$ cat config.mk
export PLATFORM = sky130hd
export DESIGN_NAME = clock_set_ctrl
export DESIGN_NICKNAME = d
export VERILOG_FILES = /design/src/rtl/clock_set_ctrl_pkg.sv /design/src/rtl/clock_set_ctrl_blink.sv /design/src/rtl/clock_set_ctrl.sv
export SDC_FILE = /design/constraint.sdc
export NUM_CORES = 1
export LEC_CHECK = 0
export ABC_AREA = 1
export CORE_AREA = 2 2 73 75
export DETAILED_ROUTE_END_ITERATION = 16
export DIE_AREA = 0 0 75 77
export DONT_BUFFER_PORTS = 1
export PLACE_DENSITY = 0.68
export SYNTH_ARGS = -nofsm -noshare
export SYNTH_HDL_FRONTEND = slang
export SYNTH_SLANG_ARGS = --single-unit
$ cat constraint.sdc
create_clock -name sysclk -period 1.7 [get_ports sysclk]
set_input_delay 0.34 -clock sysclk [delete_from_list [all_inputs] [get_ports sysclk]]
set_output_delay 0.34 -clock sysclk [all_outputs]
set_load 0.01 [all_outputs]
$ cat src/rtl/clock_set_ctrl_pkg.sv
// -----------------------------------------------------------------------------
// clock_set_ctrl_pkg
// Shared constants for the time-setting controller:
//   - FSM state encoding (RUN / SET_HOUR / SET_MIN / SET_SEC)
//   - edit-field codes driven on edit_field (NONE / HOUR / MIN / SEC)
//   - field maxima used for wrap-around on increment
//   - default blink and timeout periods in sysclk cycles
//   - small helpers for wrapping increments and state->field mapping
// Optional feature macro: SET_TIMEOUT_EN (adds the idle-timeout default).
// -----------------------------------------------------------------------------
package clock_set_ctrl_pkg;

  typedef enum logic [1:0] {
    ST_RUN      = 2'd0,
    ST_SET_HOUR = 2'd1,
    ST_SET_MIN  = 2'd2,
    ST_SET_SEC  = 2'd3
  } state_e;

  localparam logic [1:0] FIELD_NONE = 2'd0;
  localparam logic [1:0] FIELD_HOUR = 2'd1;
  localparam logic [1:0] FIELD_MIN  = 2'd2;
  localparam logic [1:0] FIELD_SEC  = 2'd3;

  localparam logic [4:0] HOUR_MAX = 5'd23;
  localparam logic [5:0] MIN_MAX  = 6'd59;
  localparam logic [5:0] SEC_MAX  = 6'd59;

  // 0.5 s blink half-period at 50 MHz
  localparam int BLINK_CYCLES_DEF = 25_000_000;
`ifdef SET_TIMEOUT_EN
  // 10 s idle abort at 50 MHz
  localparam int TIMEOUT_CYCLES_DEF = 500_000_000;
`endif

  // ">=" rather than "==" so an out-of-range snapshot still wraps to 0.
  function automatic logic [4:0] inc_hour(input logic [4:0] v);
    return (v >= HOUR_MAX) ? 5'd0 : v + 5'd1;
  endfunction

  function automatic logic [5:0] inc_60(input logic [5:0] v, input logic [5:0] max_v);
    return (v >= max_v) ? 6'd0 : v + 6'd1;
  endfunction

  function automatic logic [1:0] field_of(input state_e s);
    logic [1:0] f;
    case (s)
      ST_SET_HOUR: f = FIELD_HOUR;
      ST_SET_MIN:  f = FIELD_MIN;
      ST_SET_SEC:  f = FIELD_SEC;
      default:     f = FIELD_NONE;
    endcase
    return f;
  endfunction

endpackage

$ cat src/rtl/clock_set_ctrl_blink.sv
// -----------------------------------------------------------------------------
// set_blink_gen
// Blink generator for the field under edit: a cycle counter plus a toggle flop.
//   sysclk  in  system clock
//   rst     in  synchronous active-high reset
//   clr     in  restart the blink phase: blink=1, counter=0
//   en      in  1 while the controller is (or is about to be) in a SET state;
//               0 forces blink=0 and holds the counter at 0
//   blink   out registered visibility flag, toggles every BLINK_CYCLES cycles
// -----------------------------------------------------------------------------
module set_blink_gen
  import clock_set_ctrl_pkg::*;
#(
  parameter int BLINK_CYCLES = BLINK_CYCLES_DEF
) (
  input  logic sysclk,
  input  logic rst,
  input  logic clr,
  input  logic en,
  output logic blink
);

  localparam int CW = (BLINK_CYCLES > 1) ? $clog2(BLINK_CYCLES) : 1;
  localparam logic [CW-1:0] CNT_LAST = CW'(BLINK_CYCLES - 1);

  logic [CW-1:0] cnt_q, cnt_d;
  logic          blink_q, blink_d;

  // en has priority over clr: a press that also leaves set mode must not
  // leave the display blanked/shown by a stale blink phase.
  always_comb begin
    cnt_d   = cnt_q;
    blink_d = blink_q;
    if (!en) begin
      cnt_d   = '0;
      blink_d = 1'b0;
    end else if (clr) begin
      cnt_d   = '0;
      blink_d = 1'b1;
    end else if (cnt_q == CNT_LAST) begin
      cnt_d   = '0;
      blink_d = ~blink_q;
    end else begin
      cnt_d = cnt_q + 1'b1;
    end
  end

  always_ff @(posedge sysclk) begin
    if (rst) begin
      cnt_q   <= '0;
      blink_q <= 1'b0;
    end else begin
      cnt_q   <= cnt_d;
      blink_q <= blink_d;
    end
  end

  assign blink = blink_q;

endmodule

$ cat src/rtl/clock_set_ctrl.sv
// -----------------------------------------------------------------------------
// clock_set_ctrl
// Time-setting controller. Consumes 1-cycle short/long press pulses, edits a
// shadow copy of the time field by field and hands the result to the
// timekeeping counter with a 1-cycle load pulse.
//   sysclk          in   system clock
//   rst             in   synchronous active-high reset
//   short_pression  in   1-cycle short-press pulse
//   long_pression   in   1-cycle long-press pulse
//   cur_hour/min/sec in  live time, snapshotted on entry to set mode
//   set_mode        out  1 in any SET state
//   edit_field      out  0 none, 1 hour, 2 min, 3 sec
//   set_hour/min/sec out shadow time under edit
//   load_vld        out  1-cycle pulse; set_* carry the time to load
//   blink           out  visibility flag for the edited field, 0 in RUN
// Handshake: load_vld is a pure valid pulse with no ready; the receiver must
// take set_* in the cycle load_vld is high (they stay stable afterwards anyway).
// Optional feature macro: SET_TIMEOUT_EN adds an idle-timeout abort and the
// TIMEOUT_CYCLES parameter.
// -----------------------------------------------------------------------------
module clock_set_ctrl
  import clock_set_ctrl_pkg::*;
#(
  parameter int BLINK_CYCLES = BLINK_CYCLES_DEF
`ifdef SET_TIMEOUT_EN
  , parameter int TIMEOUT_CYCLES = TIMEOUT_CYCLES_DEF
`endif
) (
  input  logic       sysclk,
  input  logic       rst,
  input  logic       short_pression,
  input  logic       long_pression,
  input  logic [4:0] cur_hour,
  input  logic [5:0] cur_min,
  input  logic [5:0] cur_sec,
  output logic       set_mode,
  output logic [1:0] edit_field,
  output logic [4:0] set_hour,
  output logic [5:0] set_min,
  output logic [5:0] set_sec,
  output logic       load_vld,
  output logic       blink
);

  state_e     state_q, state_d;
  logic [4:0] set_hour_q, set_hour_d;
  logic [5:0] set_min_q, set_min_d;
  logic [5:0] set_sec_q, set_sec_d;
  logic       load_q, load_d;
  logic       set_mode_q, set_mode_d;
  logic [1:0] edit_field_q, edit_field_d;

  logic press_acc;   // any press seen while already in a SET state
  logic entering;    // long press taking RUN into SET_HOUR
  logic blink_en;
  logic blink_clr;

`ifdef SET_TIMEOUT_EN
  localparam int TW = (TIMEOUT_CYCLES > 1) ? $clog2(TIMEOUT_CYCLES) : 1;
  localparam logic [TW-1:0] TMO_LAST = TW'(TIMEOUT_CYCLES - 1);
  logic [TW-1:0] tmo_q, tmo_d;
`endif

  always_comb begin
    state_d    = state_q;
    set_hour_d = set_hour_q;
    set_min_d  = set_min_q;
    set_sec_d  = set_sec_q;
    load_d     = 1'b0;
    press_acc  = 1'b0;
    entering   = 1'b0;

    // long is tested first everywhere, so a simultaneous short is dropped.
    case (state_q)
      ST_RUN: begin
        if (long_pression) begin
          state_d    = ST_SET_HOUR;
          set_hour_d = cur_hour;
          set_min_d  = cur_min;
          set_sec_d  = cur_sec;
          entering   = 1'b1;
        end
      end
      ST_SET_HOUR: begin
        press_acc = long_pression | short_pression;
        if (long_pression)       state_d    = ST_SET_MIN;
        else if (short_pression) set_hour_d = inc_hour(set_hour_q);
      end
      ST_SET_MIN: begin
        press_acc = long_pression | short_pression;
        if (long_pression)       state_d   = ST_SET_SEC;
        else if (short_pression) set_min_d = inc_60(set_min_q, MIN_MAX);
      end
      ST_SET_SEC: begin
        press_acc = long_pression | short_pression;
        if (long_pression) begin
          state_d = ST_RUN;
          load_d  = 1'b1;
        end else if (short_pression) begin
          set_sec_d = inc_60(set_sec_q, SEC_MAX);
        end
      end
      default: state_d = ST_RUN;
    endcase

`ifdef SET_TIMEOUT_EN
    // A press on the expiry cycle wins: it clears the counter instead.
    tmo_d = '0;
    if (state_q != ST_RUN && !press_acc) begin
      if (tmo_q == TMO_LAST) state_d = ST_RUN;
      else                   tmo_d   = tmo_q + 1'b1;
    end
`endif

    set_mode_d   = (state_d != ST_RUN);
    edit_field_d = field_of(state_d);
    blink_en     = (state_d != ST_RUN);
    blink_clr    = entering | press_acc;
  end

  always_ff @(posedge sysclk) begin
    if (rst) begin
      state_q      <= ST_RUN;
      set_hour_q   <= '0;
      set_min_q    <= '0;
      set_sec_q    <= '0;
      load_q       <= 1'b0;
      set_mode_q   <= 1'b0;
      edit_field_q <= FIELD_NONE;
`ifdef SET_TIMEOUT_EN
      tmo_q        <= '0;
`endif
    end else begin
      state_q      <= state_d;
      set_hour_q   <= set_hour_d;
      set_min_q    <= set_min_d;
      set_sec_q    <= set_sec_d;
      load_q       <= load_d;
      set_mode_q   <= set_mode_d;
      edit_field_q <= edit_field_d;
`ifdef SET_TIMEOUT_EN
      tmo_q        <= tmo_d;
`endif
    end
  end

  set_blink_gen #(
    .BLINK_CYCLES(BLINK_CYCLES)
  ) u_blink (
    .sysclk(sysclk),
    .rst   (rst),
    .clr   (blink_clr),
    .en    (blink_en),
    .blink (blink)
  );

  assign set_mode   = set_mode_q;
  assign edit_field = edit_field_q;
  assign set_hour   = set_hour_q;
  assign set_min    = set_min_q;
  assign set_sec    = set_sec_q;
  assign load_vld   = load_q;

endmodule

# Word level (Yosys, flattened, before mapping)
# Index checks and enable logic that the tools add are counted.
# totals
reg_bits,49
latch_bits,0
ram_bits,0
romBits,0
input_bits,21
out_inout_bits,22
wordCells,74
memories,0
# classes
addsub,4
multipliers,0
n_div,0
magnitude_cmp,3
eq_ne,14
shifts,0
mux,26
n_bitwise,5
reduce_logical,13
# op_table
cell,n
2-to-1 mux 6 bit,8
adder 25 x 1 -> 25 bit (second input constant),1
== test 25 bit (second input constant),1
case mux 6 bit (2 select lines),2
2-to-1 mux 5 bit,4
!= test 2 bit (second input constant),7
adder 6 x 1 -> 6 bit (second input constant),2
>= comparator 6 bit (second input constant),2
AND reduction 4 bit,3
case mux 5 bit (2 select lines),1
nonzero test 2 bit,5
== test 2 bit (second input constant),4
2-to-1 mux 2 bit,4
case mux 2 bit (4 select lines),1
case mux 2 bit (3 select lines),1
adder 5 x 1 -> 5 bit (second input constant),1
>= comparator 5 bit (second input constant),1
2-to-1 mux 1 bit,5
== test 2 x 1 -> 1 bit (second input constant),2
OR reduction 2 bit,2
OR reduction 4 bit,1
inverter 1 bit,3
OR reduction 3 bit,1
logical NOT 2 bit,1
OR 1 bit,2

# Longest topological paths before layout
# Gate-level depths: netlist (run 1).
# depth
ltp_word,5
mapped_depth,9
depth_no_buf,9

# Cells and area by module
# Synthesis (run 1) repeated with hierarchy kept, for this count alone.
# unflattened
cells_unflattened,445
area_unflattened_um2,2869.0
# by_module_without_submodules
mod,n_inst,cells_per_inst,area_per_inst_um2,seq_area_each_um2
set_blink_gen,1,206,1476.4,520.5
clock_set_ctrl,1,239,1392.6,440.4

# Least setup slack after synthesis (run 1)
# OpenSTA, ideal clock, no wires.
# synth_timing
path_type,register to register
startpoint,reg u_blink.cnt_q[0]
endpoint,reg u_blink.cnt_q[13]
setup_ps,115
arrival_time_ps,1209
t_required_ps,1585
slack_ps,377
stages_incl_launch_ff,8
n_path_buf,1
synth_period_minus_slack_ps,1323
cell_sequence,dfxtp_1 -> ha_1 -> nand2_1 -> nor2_1 -> nand3_1 -> nand2_2 -> buf_6 -> nor2_1
# synth_between
elab_chain_len,2
elab_cells_between_ends,3
cone_classes,add/sub: 1; eq/ne: 1; reduce/logical: 1
# synth_rtl
item,line,text
"start, declared",clock_set_ctrl_blink.sv:26,"logic [CW-1:0] cnt_q, cnt_d;"
"start signal, assigned",clock_set_ctrl_blink.sv:53,cnt_q <= cnt_d;
"parallel branches: the longest is 2 deep, another holds adder 25 x 1 -> 25 bit",n/a,
# Several ways; the timed one is not identified.
# A chain may end at the register's enable or synchronous reset.

# Worst setup path after layout (run 1)
# layout_timing
startpoint,reg u_blink.cnt_q[0]
endpoint,reg u_blink.cnt_q[20]
# Same word-level chain as after synthesis.

==> impl_metrics.json, run 1 <==
{
  "post_cts.repair.setup_buffers": 0,
  "p_sw_mw": 0.662,
  "ctsHoldBuffers": 0,
  "cts-root-buf": "clkbuf_8",
  "max-vdd-ir-drop_uv": 471,
  "die_w_um": 75,
  "dieArea_um2": 5780,
  "drive_gt1_share_pct": 5.94,
  "synth_top_area_cell": "dfxtp_1",
  "final_area_um2": 2800,
  "place.gp.congestion": 0.896,
  "num_vias": 2427,
  "yosys_warnings": 0,
  "vias_per_cell": 5.12,
  "n_antenna_cell": 0,
  "cp.arrival_ps": 1770,
  "p_seq_share_pct": 54.4,
  "r2r_cells": 9,
  "maxSlewViolCount": 0,
  "core.rowCount": 26,
  "antenna_found_initial": 0,
  "outcome": "finished, final reports clean",
  "end_kind": "flop",
  "total_power_mw": 2.38,
  "clkTransAtPathRegs_ps": 90,
  "stdcell_count": 474,
  "synth_area_um2": 2610,
  "max_cap_viol_count": 0,
  "grt_pass1_vias": 2263,
  "grt_overflow": 0,
  "fin_nets": 428,
  "cts_tree": "yes",
  "synth.top_cell.area_share_pct": 36.9,
  "placedCellCount": 466,
  "place_area_um2": 2690,
  "syn_to_final_growth_pct": 7.44,
  "tritoncts.num_buffers": 5,
  "seq_area_frac_synth_pct": 36.9,
  "track_usage_pct": 20.7,
  "pwr-share-clk_pct": 35.0,
  "grt_setup_unrepaired": "no",
  "fin_crit_sh_pct": 90.1,
  "hold_viol_final": 0,
  "postSynthCellCount": 396,
  "io_pins": 43,
  "cts_buffer_depth": 2,
  "firstDrtPassIters": 4,
  "die_height_um": 77,
  "cts_sinks": 48,
  "mappedNetlistNets": 421,
  "htree_num_levels": 2,
  "tns_ps": 0,
  "fin_skew_ps": 5.74,
  "synth.distinct_cells": 27,
  "crit_slowest_cell": "dfxtp_1",
  "portBuffers": 0,
  "leakagePower_nw": 1.05,
  "whs_ps": 96.5,
  "grt_pass1_wl_um": 9630,
  "power_frac_comb_pct": 10.6,
  "cp.required_ps": 1940,
  "seq_area_um2": 961,
  "fin_crit_ps": 1530,
  "critical-path-top-delay-family": "simple AND/OR/NAND/NOR gates",
  "ant_nets": 0,
  "wirelength_um": 5630,
  "setup_viol": 0,
  "holdCritPathClass": "input port to flop",
  "worstPathCellList": "ha_1, inv_1, nor2_1, nand2_1, nor2_1, nand3_1, nand2_1, nand2_1, nor2_1",
  "path_class": "flop to flop",
  "pwr_density_cell_nw_per_um2": 849,
  "whs_path_depth": 1,
  "worst-path-buf-inv": 1,
  "dp_hpwl_um": 4290,
  "sw_frac_of_total_pct": 27.8,
  "design.core.area_um2": 4980,
  "max_stage_delay_ps": 370,
  "drtIter0Drc": 100,
  "multi_input_area_um2": 1420,
  "slew_headroom_pct": 75.9,
  "cp_num_cells": 9,
  "grt_max_degree": 18,
  "synthTopCellsByArea": "dfxtp_1 (37%), nand2_1 (14%), nor2_1 (11%)",
  "synth_seq_cells": 48,
  "insertion_delay_ps": 300,
  "fillers": 503,
  "synth.avg_cell_area_um2": 6.58,
  "tightest_slew_ps": 360,
  "critPathLaunchType": "flop",
  "worst-path-max-fanout": 4,
  "wl_per_cell_um": 11.9,
  "max_clock_freq_ghz": 0.653,
  "remaining_drc_errors": 0,
  "internal_power_mw": 1.72,
  "initial_core_util_pct": 52.4,
  "postCtsResizedCells": 0
}
==> flip-flops by register name, summed over array words and instances (netlist names) <==
register	flops
edit_field	1
load_vld	1
set_hour	5
set_min	6
set_mode	1
set_sec	6
state_q	2
u_blink.blink	1
u_blink.cnt_q	25
==> path summary, 6_finish.rpt <==
path	start	to	slack (ps)
min	rst	load_vld	100
max	u_blink.cnt_q[0]	u_blink.cnt_q[20]	170
max reg2reg	u_blink.cnt_q[0]	u_blink.cnt_q[20]	170
min reg2reg	u_blink.cnt_q[0]	u_blink.cnt_q[0]	460
==> cells in the mapped netlist <==
cell      instances
nand2_2           2
a21boi_0          1
dfxtp_1          48
nand3_1          31
buf_2             1
o211ai_1          1
nor2_1           73
a21oi_2           3
a21o_1            1
o21ai_0          26
inv_1            43
inv_2             2
o21ai_1           2
a21oi_1          16
nand3b_1          1
nor2_4            1
a31oi_1          12
xor2_1           11
buf_4             2
buf_6             3
ha_1              4
nand2_1          98
clkbuf_1          1
a21boi_2          1
and2_1            1
nand4_1           5
xnor2_1           6
==> cell usage in the layout, fill, tap and decap left out, drive strengths merged <==
cell type,synthesis,routed
a21boi,2,2
a21o,1,1
a21oi,19,19
a31oi,12,12
and2,1,1
buf,6,7
bufinv,0,1
clkbuf,1,5
clkinv,0,1
clkinvlp,0,1
dfxtp,48,48
ha,4,4
inv,45,45
nand2,100,100
nand3,31,31
nand3b,1,1
nand4,5,5
nor2,74,74
o211ai,1,1
o21ai,28,28
xnor2,6,6
xor2,11,11
==> area by class of cell <==
cell class | instances | area share (%)
multi-input cells | 296 | 50.7
flip-flops and latches | 48 | 34.3
inverters | 45 | 6.03
well taps | 70 | 3.13
clock buffers | 5 | 2.46
repair buffers | 7 | 1.88
clock inverters | 3 | 1.52
==> power by group through the flow <==
stage | Clock, mW | Sequential, mW | Combinational, mW
2_1_floorplan | 0 | 1.30 | 0.219
3_3_place_gp | 0 | 1.32 | 0.248
3_5_place_dp | 0 | 1.32 | 0.255
4_1_cts | 0.855 | 1.29 | 0.255
5_1_grt | 0.895 | 1.31 | 0.295
6_report | 0.833 | 1.29 | 0.252
==> stage by stage <==
step | setup WS [ps] | util, %
2_1_floorplan | 377 | -
3_3_place_gp | 183 | 54.0
3_5_place_dp | 181 | 54.0
4_1_cts | 152 | 56.3
5_1_grt | 18.8 | 56.3
6_report | 169 | 56.3
==> cell families (layout without fill, tap and decap cells) <==
family                     after synthesis  after routing  synth area share, %
buffers and inverters                   52             60                 8.68
DFF                                     48             48                 36.9
xor gates and xnor gates                17             17                 5.71
and+or+nand+nor                        212            212                 33.2
AOI/OAI and AO/OA                       63             63                 13.6
adders and majority gates                4              4                 1.92
==> per-layer routing <==
layer  global-route usage (%)  vias up  share of wire, %
li1                         -     1284                 -
met1                     25.1     1080                45
met2                     36.8       57                49
met3                     3.68        6               5.1
met4                     5.36        0               1.1
met5                        0        -                 0
Power figures use the tool's default switching activity.
==> run 2, diff against run 1 <==
GPL_ROUTABILITY_DRIVEN = 0   (was default)
==> results of run 2 <==
No change in the layout: final DEF, timing and power equal those of run 1.
